$ cat src/rtl/mux_arb_pkg.sv
// Shared constants and types for the round-robin mux arbiter.
package mux_arb_pkg;

    localparam int unsigned NUM_REQ     = 8;
    localparam int unsigned SEL_W       = 3;
    localparam int unsigned TIMEOUT_DEF = 16;
    localparam int unsigned WDOG_W      = 8;

    typedef enum logic {
        IDLE  = 1'b0,
        GRANT = 1'b1
    } arb_state_t;

endpackage

$ cat src/rtl/mux_8x1.sv
// 8:1 single-bit select mux shared by all requesters.
module mux_8x1
    import mux_arb_pkg::*;
(
    input  logic [NUM_REQ-1:0] i_a,
    input  logic [SEL_W-1:0]   i_sel,
    output logic               o_y_c
);

    assign o_y_c = i_a[i_sel];

endmodule

$ cat src/rtl/rr_pick.sv
// Rotating priority encoder: first set request scanning from ptr upward, modulo NUM_REQ.
module rr_pick
    import mux_arb_pkg::*;
(
    input  logic [NUM_REQ-1:0] i_req,
    input  logic [SEL_W-1:0]   i_ptr,
    output logic [SEL_W-1:0]   o_idx_c,
    output logic               o_any_c
);

    logic [SEL_W-1:0] w_cand;

    // Scan from the farthest offset down so the nearest set bit to ptr wins.
    always_comb begin
        o_idx_c = '0;
        o_any_c = 1'b0;
        w_cand  = '0;
        for (int k = NUM_REQ - 1; k >= 0; k--) begin
            w_cand = i_ptr + SEL_W'(k);
            if (i_req[w_cand]) begin
                o_idx_c = w_cand;
                o_any_c = 1'b1;
            end
        end
    end

endmodule

$ cat src/rtl/mux_rr_arbiter.sv
// Round-robin arbiter driving a shared mux_8x1 with valid/ready output and grant watchdog.
// Optional hold-grant lock input enabled by defining MUX_ARB_LOCK_EN.
module mux_rr_arbiter
    import mux_arb_pkg::*;
#(
    parameter int unsigned TIMEOUT = TIMEOUT_DEF
) (
    input  logic               clk,
    input  logic               rst,
    input  logic [NUM_REQ-1:0] req,
    input  logic [NUM_REQ-1:0] a,
`ifdef MUX_ARB_LOCK_EN
    input  logic               lock,
`endif
    input  logic               out_ready,
    output logic               out_valid,
    output logic               y,
    output logic [SEL_W-1:0]   sel,
    output logic [NUM_REQ-1:0] grant,
    output logic [NUM_REQ-1:0] ack,
    output logic               timeout
);

    arb_state_t          r_state;
    logic [SEL_W-1:0]    r_ptr;
    logic [SEL_W-1:0]    r_sel;
    logic [WDOG_W-1:0]   r_wdog;
    logic [NUM_REQ-1:0]  r_grant;
    logic [NUM_REQ-1:0]  r_ack;
    logic                r_out_valid;
    logic                r_timeout;

    logic [SEL_W-1:0]    w_idx;
    logic                w_any;
    logic                w_xfer;
    logic                w_lock;

`ifdef MUX_ARB_LOCK_EN
    assign w_lock = lock;
`else
    assign w_lock = 1'b0;
`endif

    assign w_xfer = r_out_valid && out_ready;

    rr_pick u_pick (
        .i_req   (req),
        .i_ptr   (r_ptr),
        .o_idx_c (w_idx),
        .o_any_c (w_any)
    );

    mux_8x1 u_mux (
        .i_a   (a),
        .i_sel (r_sel),
        .o_y_c (y)
    );

    // Arbitration FSM; a transfer outranks both abort and watchdog expiry.
    always_ff @(posedge clk) begin
        if (rst) begin
            r_state     <= IDLE;
            r_ptr       <= '0;
            r_sel       <= '0;
            r_wdog      <= '0;
            r_grant     <= '0;
            r_ack       <= '0;
            r_out_valid <= 1'b0;
            r_timeout   <= 1'b0;
        end else begin
            r_ack     <= '0;
            r_timeout <= 1'b0;
            case (r_state)
                IDLE: begin
                    if (w_any) begin
                        r_state     <= GRANT;
                        r_sel       <= w_idx;
                        r_grant     <= NUM_REQ'(1) << w_idx;
                        r_out_valid <= 1'b1;
                        r_wdog      <= '0;
                    end
                end
                GRANT: begin
                    if (w_xfer) begin
                        r_ack <= r_grant;
                        if (w_lock && req[r_sel]) begin
                            r_wdog <= '0;
                        end else begin
                            r_state     <= IDLE;
                            r_grant     <= '0;
                            r_out_valid <= 1'b0;
                            r_ptr       <= r_sel + SEL_W'(1);
                        end
                    end else if (!req[r_sel]) begin
                        r_state     <= IDLE;
                        r_grant     <= '0;
                        r_out_valid <= 1'b0;
                    end else if (r_wdog == WDOG_W'(TIMEOUT - 1)) begin
                        r_timeout   <= 1'b1;
                        r_state     <= IDLE;
                        r_grant     <= '0;
                        r_out_valid <= 1'b0;
                        r_ptr       <= r_sel + SEL_W'(1);
                    end else begin
                        r_wdog <= r_wdog + WDOG_W'(1);
                    end
                end
                default: r_state <= IDLE;
            endcase
        end
    end

    assign out_valid = r_out_valid;
    assign sel       = r_sel;
    assign grant     = r_grant;
    assign ack       = r_ack;
    assign timeout   = r_timeout;

endmodule

$ cat config.mk
export PLATFORM = sky130hd
export DESIGN_NAME = mux_rr_arbiter
export DESIGN_NICKNAME = d
export VERILOG_FILES = /design/src/rtl/mux_arb_pkg.sv /design/src/rtl/mux_8x1.sv /design/src/rtl/rr_pick.sv /design/src/rtl/mux_rr_arbiter.sv
export SDC_FILE = /design/constraint.sdc
export NUM_CORES = 1
export LEC_CHECK = 0
export CAP_MARGIN = 20
export CORE_MARGIN = 2
export CORE_UTILIZATION = 45
export CTS_CLUSTER_DIAMETER = 80
export CTS_CLUSTER_SIZE = 10
export DETAILED_ROUTE_END_ITERATION = 8
export PLACE_DENSITY = 0.69
export SKIP_LAST_GASP = 1
export SYNTH_ARGS = -nofsm -noshare
export SYNTH_HDL_FRONTEND = slang
export SYNTH_SLANG_ARGS = --single-unit
$ cat constraint.sdc
create_clock -name clk -period 7.91 [get_ports clk]
set_input_delay 0.791 -clock clk [delete_from_list [all_inputs] [get_ports clk]]
set_output_delay 0.791 -clock clk [all_outputs]
set_load 0.1 [all_outputs]
Word level (Yosys, flattened, before mapping) --
Cells that the tools add are included.
Storage, ports and cells: output and inout bits 22, register bits after elaboration 33, input port bits 19
Operators by class: muxes and demuxes 60, $add $sub $neg 9, shift-type cells 1, magnitude comparators 9, equality and inequality tests 6, reductions and logical operators 9, bitwise operators 3
Operators with widths (number):
- $mux W8 | 8
- $lt A3 B4 Y1 const B | 9
- $mux W3 | 11
- $pmux W8 S2 | 2
- $bmux W1 S3 | 10
- $mux W1 | 27
- $add A3 B3 Y3 const B | 4
- $add A8 B1 Y8 const B | 1
- $eq A8 B4 Y1 const B | 1
- $shl A1 B3 Y8 const A | 1
- $add A3 B1 Y3 const B | 2
- $add A3 B2 Y3 const B | 2
- $ne A2 B1 Y1 const B | 2
- $ne A2 B2 Y1 const B | 2
- $ne A4 B3 Y1 const B | 1
- $pmux W1 S2 | 2
- $reduce_and A2 Y1 | 2
- $reduce_and A4 Y1 | 1
- $reduce_bool A2 Y1 | 2
- $reduce_or A4 Y1 | 1
- $not A1 Y1 | 3
- $reduce_and A3 Y1 | 1
- $reduce_or A3 Y1 | 1
- $logic_and A1 B1 Y1 | 1

Longest topological paths before layout --
depth in word-level cells 14, mapped depth 14, depth with buffers taken out 9

Modules after synthesis --
From an unflattened synthesis, not the netlist that was laid out.
Unflattened totals: cells, all modules 248, area, all modules 2343.5 um^2
By module, submodules not included:
- mux_rr_arbiter | cells an instance 165, sequential area each 660.6 um^2, instances 1, area an instance 1473.9 um^2
- rr_pick | cells an instance 80, sequential area each 0.0 um^2, instances 1, area an instance 805.8 um^2
- mux_8x1 | cells an instance 3, sequential area each 0.0 um^2, instances 1, area an instance 63.8 um^2

Worst setup path after synthesis --
OpenSTA, ideal clock, no wires.
path type register to register, from register r_ptr[1], to register r_grant[3] (netlist: grant[3]), buffers on the path 3, data required time 7846 ps, stages on the path, launching flop included 13, setup slack 4750 ps, arrival 3096 ps, period minus slack after synthesis 3160 ps, cell sequence dfxtp_1 -> buf_2 -> buf_4 -> inv_1 -> ha_1 -> buf_6 -> mux2_1 -> mux4_2 -> a2111o_1 -> a21oi_2 -> a221oi_2 -> a211oi_4 -> a32o_2
Between the ends: word-level cells in the longest chain between the ends 14, elaborated cells on any way between the ends 44
RTL lines:
- start: declaration | line mux_rr_arbiter.sv:25 | logic [SEL_W-1:0] r_ptr;
- start signal: assignment | line mux_rr_arbiter.sv:92 | r_ptr <= r_sel + SEL_W'(1);
- start signal: assignment | line mux_rr_arbiter.sv:103 | r_ptr <= r_sel + SEL_W'(1);
- $add A3 B3 Y3 | line rr_pick.sv:19 | w_cand = i_ptr + SEL_W'(k);
- $bmux W1 S3 | line rr_pick.sv:20 | if (i_req[w_cand]) begin
- $mux W1 (implied by the code) | line rr_pick.sv:20
- $mux W3 (8 in a row) | line rr_pick.sv:20
- $shl A1 B3 Y8 | line mux_rr_arbiter.sv:78 | r_grant <= NUM_REQ'(1) << w_idx;
- $mux W8 | line mux_rr_arbiter.sv:75 | if (w_any) begin
- $pmux W8 S2 | line mux_rr_arbiter.sv:73 | case (r_state)
- end signal: assignment | line mux_rr_arbiter.sv:78
- end: declaration | line mux_rr_arbiter.sv:28 | logic [NUM_REQ-1:0] r_grant;
Several ways; a longest one is shown, not always the timed one. The select of a mux whose other input is x is not followed. A chain may end at the register's enable or synchronous reset.

Final worst setup path --
from register r_ptr[0], to register r_grant[3] (netlist: grant[3])
Same word-level chain as after synthesis.

==> impl_results.rst <==
.. list-table::
   :header-rows: 1

   * - Metric
     - Value
   * - CTS buffer count
     - 5
   * - Clock tree root driver cell
     - clkbuf_8
   * - Max stage delay on crit path
     - 690 ps
   * - EDFF count, synth
     - 0
   * - Overall die width
     - 78.78 um
   * - PostCTS Resize Cnt
     - 0
   * - Number of top-level pins
     - 41
   * - Met3 Wirelength
     - 429 um
   * - Routed length on met2
     - 2754 um
   * - Power density of the placed cells
     - 165.8 nW/um2
   * - Hold path startpoint
     - grant[1]$_SDFFE_PP0P_
   * - Final number of setup-violating endpoints
     - 0
   * - Final WS setup
     - 4213 ps
   * - Gpl congestion
     - 0.8955
   * - Insertion delay of the later-clocked pin in the worst-skew pair
     - 290 ps
   * - Post-route cell area
     - 2997 um2
   * - Starting DRC count in detailed routing
     - 138
   * - Top post-synthesis cells by area
     - dfxtp_1 26%, mux4_2 16%, nor2_1 4.0%
   * - Hold bufs inserted after CTS
     - 0
   * - Post-Route Setup TNS
     - 0 ps
   * - Leakage power
     - 1.038 nW
   * - CTS tree
     - yes
   * - Min cycle time layout
     - 3697 ps
   * - Flip-flop and latch count after synthesis
     - 33
   * - Slowest library cell on the worst path
     - ha_1
   * - Die footprint
     - 6206 um2
   * - Post-DRT Antenna Nets
     - 0
   * - Number of pins exceeding their max-slew limit in the final report
     - 0
   * - Final clock period utilization by the worst path
     - 0.4674
   * - Number of global-route vias before repair
     - 2141
   * - Avg Vias per Cell
     - 6.175
   * - Count of nets after finishing
     - 323
   * - Wire length on met1
     - 2740 um
   * - Biggest fanout along the worst timing path
     - 29
   * - Peak supply drop
     - 0.1351 mV
   * - Remaining max-slew budget at the tightest pin
     - 0.3447
   * - Sort of element at the end of the critical path
     - flop
   * - Uppermost layer routed
     - met4
   * - Postcts setup bufs
     - 0
   * - Routed Wire Length
     - 5993 um
   * - Power, Total
     - 0.0004969 W
   * - Core outline area
     - 5439 um2
   * - Post-Synthesis Net Count
     - 293
   * - Proportion of layout cells with a drive suffix above 1
     - 0.1400
   * - Setup slack of the most critical reg-to-reg path
     - 4210 ps
   * - Worst path cell trace
     - buf_4 > inv_1 > ha_1 > mux2_1 > mux4_2 > a2111o_1 > a21oi_2 > a221oi_2 > a211oi_4 > a32o_2
   * - Setup slack at placement
     - 4234 ps
   * - Number of antenna violations at the first check in global routing
     - 0
   * - Num Clock Sinks
     - 33
   * - Library cell occupying the most area in the post-synthesis netlist
     - dfxtp_1
   * - Count of endpoints failing hold in the final timing report
     - 0
   * - Worst clock skew
     - 4.959 ps
   * - Depth of the worst register-to-register path
     - 10
   * - Filler instances
     - 485
   * - Max-Cap Viols
     - 0
   * - Number of placement rows
     - 27
   * - Grt total ovfl
     - 0
   * - Average wire length per cell after detail routing
     - 16.11 um
   * - Class of the most critical hold timing path
     - reg -> reg
   * - Sequential element share of the synthesized area
     - 0.2626
   * - Syn Std Cell Area
     - 2516 um2
   * - Proportion of register bits with asynchronous set or reset after synthesis
     - 0
   * - Data required time at the worst endpoint
     - 8140 ps
   * - RSZ-0062 raised after global routing
     - false
   * - Primary flip-flop cell chosen by synthesis mapping
     - dfxtp_1
   * - Antenna Cells
     - 0
   * - Pin count of the biggest net entering global routing
     - 30
   * - DPL Wire Length
     - 4293 um
   * - Cell area after placement
     - 2910 um2
   * - Number of warnings issued by yosys
     - 0
   * - Largest buffer count on any clock path
     - 2
   * - Layout-stage area growth over the synthesis result
     - 19.09%
   * - GR Util All Layers
     - 0.2067
   * - Startpoint Class
     - flop
   * - Post-detailed-route DRC marker count
     - 0
   * - Most frequently used cell type in the post-synthesis netlist
     - dfxtp_1
   * - Starting Density
     - 0.4626
   * - Gate count of the mapped netlist
     - 270
   * - Transition time at the pin with the least slew margin
     - 979.8 ps
   * - Vertical die dimension
     - 78.78 um
   * - Mean Syn Cell Area
     - 9.319 um2
   * - # H-tree levels
     - 2
   * - Cell count of the worst hold path
     - 1
   * - Vias post-DR
     - 2297
   * - Endpoint of the worst hold path
     - grant[1]$_SDFFE_PP0P_
   * - Fraction of post-synthesis cell area in the top cell type by area
     - 0.2626
   * - First-pass GRT wire length
     - 10100 um
   * - CTS clock-pin slew for the worst setup and hold paths
     - 70 ps
   * - Kind of critical path
     - reg -> reg
   * - Count of buffers from port buffering
     - 40
   * - Signal arrival time at the worst endpoint
     - 3930 ps
   * - Highest clock rate
     - 0.2705 GHz
   * - Iteration count of the initial detailed-routing pass
     - 5
   * - Worst R2R Start
     - r_ptr[0]$_SDFFE_PP0P_
   * - Endpoint of the worst-slack reg-to-reg timing path
     - grant[3]$_SDFFE_PP0P_
   * - Unique cell type count in the Yosys netlist
     - 57
   * - Leading post-synthesis cells by instance count
     - 33 x dfxtp_1, 27 x nor2_1, 19 x nand2_1
   * - Result of the run
     - finished, final reports clean
-- logic make-up (layout without fill, tap and decap cells) --
kind of cell,after synthesis,after routing,synth area share
compound gates,67,67,0.2014
fa+ha+maj,4,4,0.01989
simple gates,92,92,0.1825
flops,33,33,0.2626
xor+xnor,7,7,0.02437
mux,39,39,0.2516
buf+inv,28,58,0.05768
-- report_power, final --
group	switching (W)	internal, W	total, W
logic	0.000116	0.0000693	0.000186
clock network	0.0000595	0.0000690	0.000128
registers	0.00000979	0.000173	0.000183
-- worst max-delay path by stage --
stage                          startpoint                     to  slack [ps]  cells past startpoint
floorplan           r_ptr[1]$_SDFFE_PP0P_  grant[3]$_SDFFE_PP0P_        4750                     12
global placement                     a[7]                      y        4250                      4
detailed placement                   a[7]                      y        4230                      4
CTS                 r_ptr[0]$_SDFFE_PP0P_  grant[3]$_SDFFE_PP0P_        4220                     10
global route        r_ptr[0]$_SDFFE_PP0P_  grant[7]$_SDFFE_PP0P_        4020                     10
finish              r_ptr[0]$_SDFFE_PP0P_  grant[3]$_SDFFE_PP0P_        4210                     10
-- final cells by class --
type	instances	area [um2]	area share
clock buffers	7	86.33	0.02881
well taps	72	90.09	0.03006
repair buffers	42	415.4	0.1386
multi-input cells	209	1710	0.5708
flip-flops and latches	33	660.6	0.2205
inverters	9	33.78	0.01127
-- metal layers --
metal  global-route usage  vias to the layer above
met3              0.05455                        7
met5                    0                        -
met4              0.05263                        0
met1               0.2796                     1123
li1                     -                     1077
met2               0.3299                       90
-- critical path: cells and delay by family (launching register included) --
| kind | cells | cell delay, ps |
|---|---|---|
| adder cells (fa/ha/maj) | 1 | 690 |
| buffers and inverters | 2 | 500 |
| flip-flops | 1 | 310 |
| multiplexers | 2 | 960 |
| AO/OA/AOI/OAI | 5 | 1170 |
-- per-stage QoR --
stage | std cells | utilization | hold WS, ps
after floorplan | 270 | - | 464.7
after global placement | 365 | 0.5351 | 475.2
after detailed placement | 365 | 0.5351 | 464.7
after CTS | 372 | 0.5510 | 477.0
after global routing | 372 | 0.5510 | 493.5
final | 372 | 0.5510 | 473.5
-- flip-flops by register name, indices dropped and copies added, names as in the netlist --
register and count:
ack 8, grant 8, out_valid 1, r_ptr 3, r_state 1, r_wdog 8, sel 3, timeout 1
-- cells in the final DEF (no fill, tap or decap), types with 5 or more instances in the layout --
cell and count:
and2_1 11, o21ai_0 6, nor2_1 27, o21a_1 5
nand2_1 19, nand3_1 9, mux2_2 7, dfxtp_1 33
clkbuf_8 6, mux2i_1 10, inv_1 8, a21oi_1 17
nor3_1 5, clkdlybuf4s50_1 40, mux4_2 18, nand2b_1 5
(Power assumes the default switching activity.)
==> RTL change 1 (same flow settings) <==
`TIMEOUT_DEF`: 16 -> 8.
--- a/src/rtl/mux_arb_pkg.sv
+++ b/src/rtl/mux_arb_pkg.sv
@@ -4,5 +4,5 @@
     localparam int unsigned NUM_REQ     = 8;
     localparam int unsigned SEL_W       = 3;
-    localparam int unsigned TIMEOUT_DEF = 16;
+    localparam int unsigned TIMEOUT_DEF = 8;
     localparam int unsigned WDOG_W      = 8;
 
Behaviour: same outputs for any inputs over 4 cycles, from zero or initial values and one cycle with rst high; that may be too few to reach the edited logic, so the function may still have changed.
==> RTL change 1 against the original RTL <==
Cell count is 4.0% lower; count of clock-buffer cells in the layout is 2 lower; total power is 3.5% lower; hold slack better by 0.011 ns; wire length is 2.9% lower; highest routed layer unchanged; synthesized area is 1.8% lower; sequential cell count stayed put; worst setup slack worse by 0.61 ns; cell area is 2.3% lower.
==> RTL change 1: results (changes against the original RTL) <==
Global Route Usage Sum 0.197 (-0.00986); fin nets 309 (-4.3%); 1st-pass router iterations 4 (-1); DRT Wirelength 5.82 mm (-2.9%); PostCTS Resize Cnt 0 (unchanged); Post-CTS Setup Inserts 0 (unchanged); Max IR drop VDD 0.135 mV (-0.11%); crit-path max FO 14 (-52%); post-DP HPWL 4.30 mm (about the same); Clock Skews 0.00535 ns (+0.000393 ns); Slew headroom 0.298 (-0.0470); status completed; vias in the first global route 1889 (-12%); critical path arrival 4.54 ns (+0.61 ns); placement-stage cell area 0.00284 mm^2 (-2.5%); routability-driven placement congestion ratio 0.916 (+2.3%); first-pass GRT wire length 9.45 mm (-6.4%); Seq/Total Area, Yosys 0.267 (+0.00492); Leak 0.00104 uW (+0.18%); Distinct cells, synth 58 (+1.8%); PortBufs 40 (unchanged); Commonest cells post-synth dfxtp_1 (33), nor2_1 (25), nand2_1 (17); DR iter-0 viols 180 (+30%); Vias 2127 (-7.4%); Synth area leaders dfxtp_1 (27%), mux4_1 (7.4%), mux4_2 (7.3%); layout cells sized above 1 0.150 (+0.00983); internal power 300 uW (-3.5%); Post-Syn Nets 276 (-5.8%)
RTL change 1: cell types whose count changed in the layout (fill, tap and decap cells not counted), moves of 5 or more:
cell,before,now
a21oi_1,17,9
mux4_1,0,7
mux4_2,18,8
nand3_1,9,4
o2111ai_1,0,5
o21a_1,5,0
xor2_1,3,8
RTL change 1: layout make-up:
cell class	count	area, um^2
Inverter	7	26.3
Timing Repair Buffer	41	408
Fill cell	480	2280
Tap cell	70	87.6
Clock buffer	5	68.8
Sequential cell	33	661
Clock inverter	3	22.5
Multi-Input combinational cell	198	1660
RTL change 1: power groups by stage:
| stage | clock network, uW | logic [uW] | registers, uW |
|---|---|---|---|
| after floorplan | 0 | 101 | 214 |
| after detailed placement | 0 | 167 | 186 |
| after global routing | 139 | 180 | 184 |
| after global placement | 0 | 167 | 186 |
| after CTS | 131 | 168 | 182 |
| final | 128 | 169 | 182 |
RTL change 1: final timing paths:
path / slack (ns) / endpoint / startpoint / depth (start not counted)
max reg2reg: 3.60 / grant[6] / r_ptr[1] / 9
max: 3.60 / grant[6] / r_ptr[1] / 9
min: 0.48 / ack[2] / grant[2] / 1
min reg2reg: 0.48 / ack[2] / grant[2] / 1
RTL change 1: stage by stage:
step | setup WS (ns) | std cells | hold WS [ns]
floorplan | 4.64 | 253 | 0.471
detailed placement | 3.65 | 349 | 0.475
CTS | 3.63 | 357 | 0.488
finish | 3.60 | 357 | 0.484
global route | 3.32 | 357 | 0.501
global placement | 3.76 | 349 | 0.478
RTL change 1: per-layer routing:
metal,GRT usage,vias up,wire length (um),share of wire
met5,0,-,0,0
met4,0.0632,0,100,0.017
met3,0.0552,12,396,0.068
met2,0.295,77,2610,0.45
met1,0.276,992,2710,0.47
li1,-,1046,-,-
RTL change 1: worst max-delay path, cell delays in order (launching register included):
cell,delay [ns]
dfxtp_1,0.65
clkinv_1,0.36
ha_1,0.76
mux2i_1,0.19
mux4_2,0.56
nor3b_1,0.18
a31oi_1,0.75
or2b_1,0.31
and3b_4,0.32
a32o_2,0.16
RTL change 1: logic make-up (layout without fill, tap and decap cells):
group	count (synthesis)	in the layout	synth area share
adder cells (fa/ha/maj)	4	4	0.0203
multiplexers	39	39	0.252
flip-flops	33	33	0.267
AO/OA/AOI/OAI	58	58	0.182
XOR/XNOR	9	9	0.0319
AND/OR/NAND/NOR	88	88	0.184
buffers and inverters	22	56	0.0623
==> RTL change 2 (config.mk and constraints unchanged) <==
Made on the original files. Make the reset (`rst`) asynchronous in one clocked block.
--- a/src/rtl/mux_rr_arbiter.sv
+++ b/src/rtl/mux_rr_arbiter.sv
@@ -58,5 +58,5 @@
 
     // Arbitration FSM; a transfer outranks both abort and watchdog expiry.
-    always_ff @(posedge clk) begin
+    always_ff @(posedge clk or posedge rst) begin
         if (rst) begin
             r_state     <= IDLE;
Formal check against the unedited RTL: differs if rst is asserted again (counterexample within 4 cycles, from zero or initial values and one cycle with rst high); with rst held inactive, the same outputs for 4 cycles.
==> RTL change 2 against the original RTL <==
Cell area grew 1.8%; hold slack gained 0.036 ns; sequential cell count is the same; worst setup slack lost 0.62 ns; wire length shrank 1.6%; global-route usage shrank 0.46 points; synthesized area grew 2.0%; via count shrank 9.8%; synthesized cell count shrank 7.4%; maximum frequency shrank 14%.
Power is not shown: default switching activity piles up to over one toggle a cycle in this logic, so the estimate is an artifact.
==> RTL change 2: results (changes against the original RTL) <==
status completed; slowest stage delay, CP 0.98 ns (+0.29 ns); Clock Latency Late Sink 0.28 ns; Worst Setup SP r_ptr[1]; Clock Skews 0.00830 ns (+0.00335 ns); clock tree buffer depth 2 (unchanged); pin count of the biggest net entering global routing 34 (+13%); Post-Syn Nets 273 (-6.8%); Slew @ Worst Pin 0.975 ns (-0.00496 ns); first-pass GRT wire length 10.1 mm (-0.34%); Commonest cells post-synth dfrtp_1 (33), nor2_1 (22), nand2_1 (21); H-Tree Depth 2 (unchanged); layout cells sized above 1 0.135 (-0.00525); worst min path class flip-flop to flip-flop; initial antenna violation count 0 (unchanged); crit-path max FO 21 (-28%); PostCTS Resize Cnt 0 (unchanged); post-synthesis mux area share 0.271 (+0.0190); Top FF cell, synth dfrtp_1; DR vias/cell 5.85 (-5.3%); Top delay family on crit path compound AO/OA/AOI/OAI gates; 1st-pass router iterations 4 (-1); Synth area leaders dfrtp_1 (32%), mux4_2 (14%), mux2i_1 (7.0%); Global Route Usage Sum 0.202 (-0.00464); adder-cell share of the synthesized area 0.0195 (-0.000388); vias in the first global route 2060 (-3.8%); Critical-path top delay cell dfrtp_1; R2R setup slack 3.59 ns (-0.62 ns); Num CTS Buffers 5 (unchanged); post-DP HPWL 4.21 mm (-1.9%); critical path arrival 4.54 ns (+0.61 ns); Async SR Flop Fraction 1.00 (+1.00); DR iter-0 viols 145 (+5.1%); Root Buffer clkbuf_8; grt ovf 0 (unchanged); Ant. Diodes 0 (unchanged); fin nets 304 (-5.9%); Distinct cells, synth 52 (-8.8%); Critical Path Sink grant[5]; Post-CTS Setup Inserts 0 (unchanged); PortBufs 40 (unchanged); DRT Wirelength 5.90 mm (-1.6%); R2R depth 9 (-1); Reg clk slew, reported paths 0.07 ns (about the same); Post-Synth XOR/XNOR Area 0.0478 (+0.0234); complex-gate fraction of the synthesized area 0.128 (-0.0736); routability-driven placement congestion ratio 0.842 (-6.0%); Seq/Total Area, Yosys 0.322 (+0.0592); Ys Warns 0 (unchanged)
-- RTL change 2: area by class of cell --
type	instances	area (um^2)
clock buffer	5	68.8
clock inverter	3	17.5
fill	481	2460
inverter	11	41.3
multi-input combinational	189	1600
sequential	33	826
tap	72	90.1
timing repair buffer	41	408
-- RTL change 2: metrics by stage --
step | util | area, um^2 | worst slack, ns | instances
2_1_floorplan | - | 2570 | 4.68 | 250
3_3_place_gp | 0.538 | 2960 | 3.90 | 346
3_5_place_dp | 0.538 | 2960 | 3.62 | 346
4_1_cts | 0.554 | 3050 | 3.57 | 354
5_1_grt | 0.554 | 3050 | 3.17 | 354
6_report | 0.554 | 3050 | 3.59 | 354
-- RTL change 2: cell families (layout without fill, tap and decap cells) --
kind of cell,after synthesis,count (layout)
compound gates,48,48
xor+xnor,11,11
fa+ha+maj,4,4
buf+inv,28,60
flops,33,33
mux,44,44
simple gates,82,82
-- RTL change 2: how the worst min path moves through the flow --
| stage | cells past startpoint | slack [ns] | start | end |
|---|---|---|---|---|
| floorplan | 1 | 0.49 | r_wdog[0] | r_wdog[0] |
| global placement | 1 | 0.50 | grant[4] | grant[4] |
| detailed placement | 1 | 0.50 | grant[6] | grant[6] |
| CTS | 1 | 0.52 | grant[6] | grant[6] |
| global route | 1 | 0.54 | grant[6] | ack[6] |
| finish | 1 | 0.51 | grant[6] | grant[6] |
-- RTL change 2: metal layers --
layer,GRT usage,part of all wire
met1,0.277,0.44
met2,0.334,0.49
met3,0.0328,0.054
met4,0.0534,0.012
met5,0,0
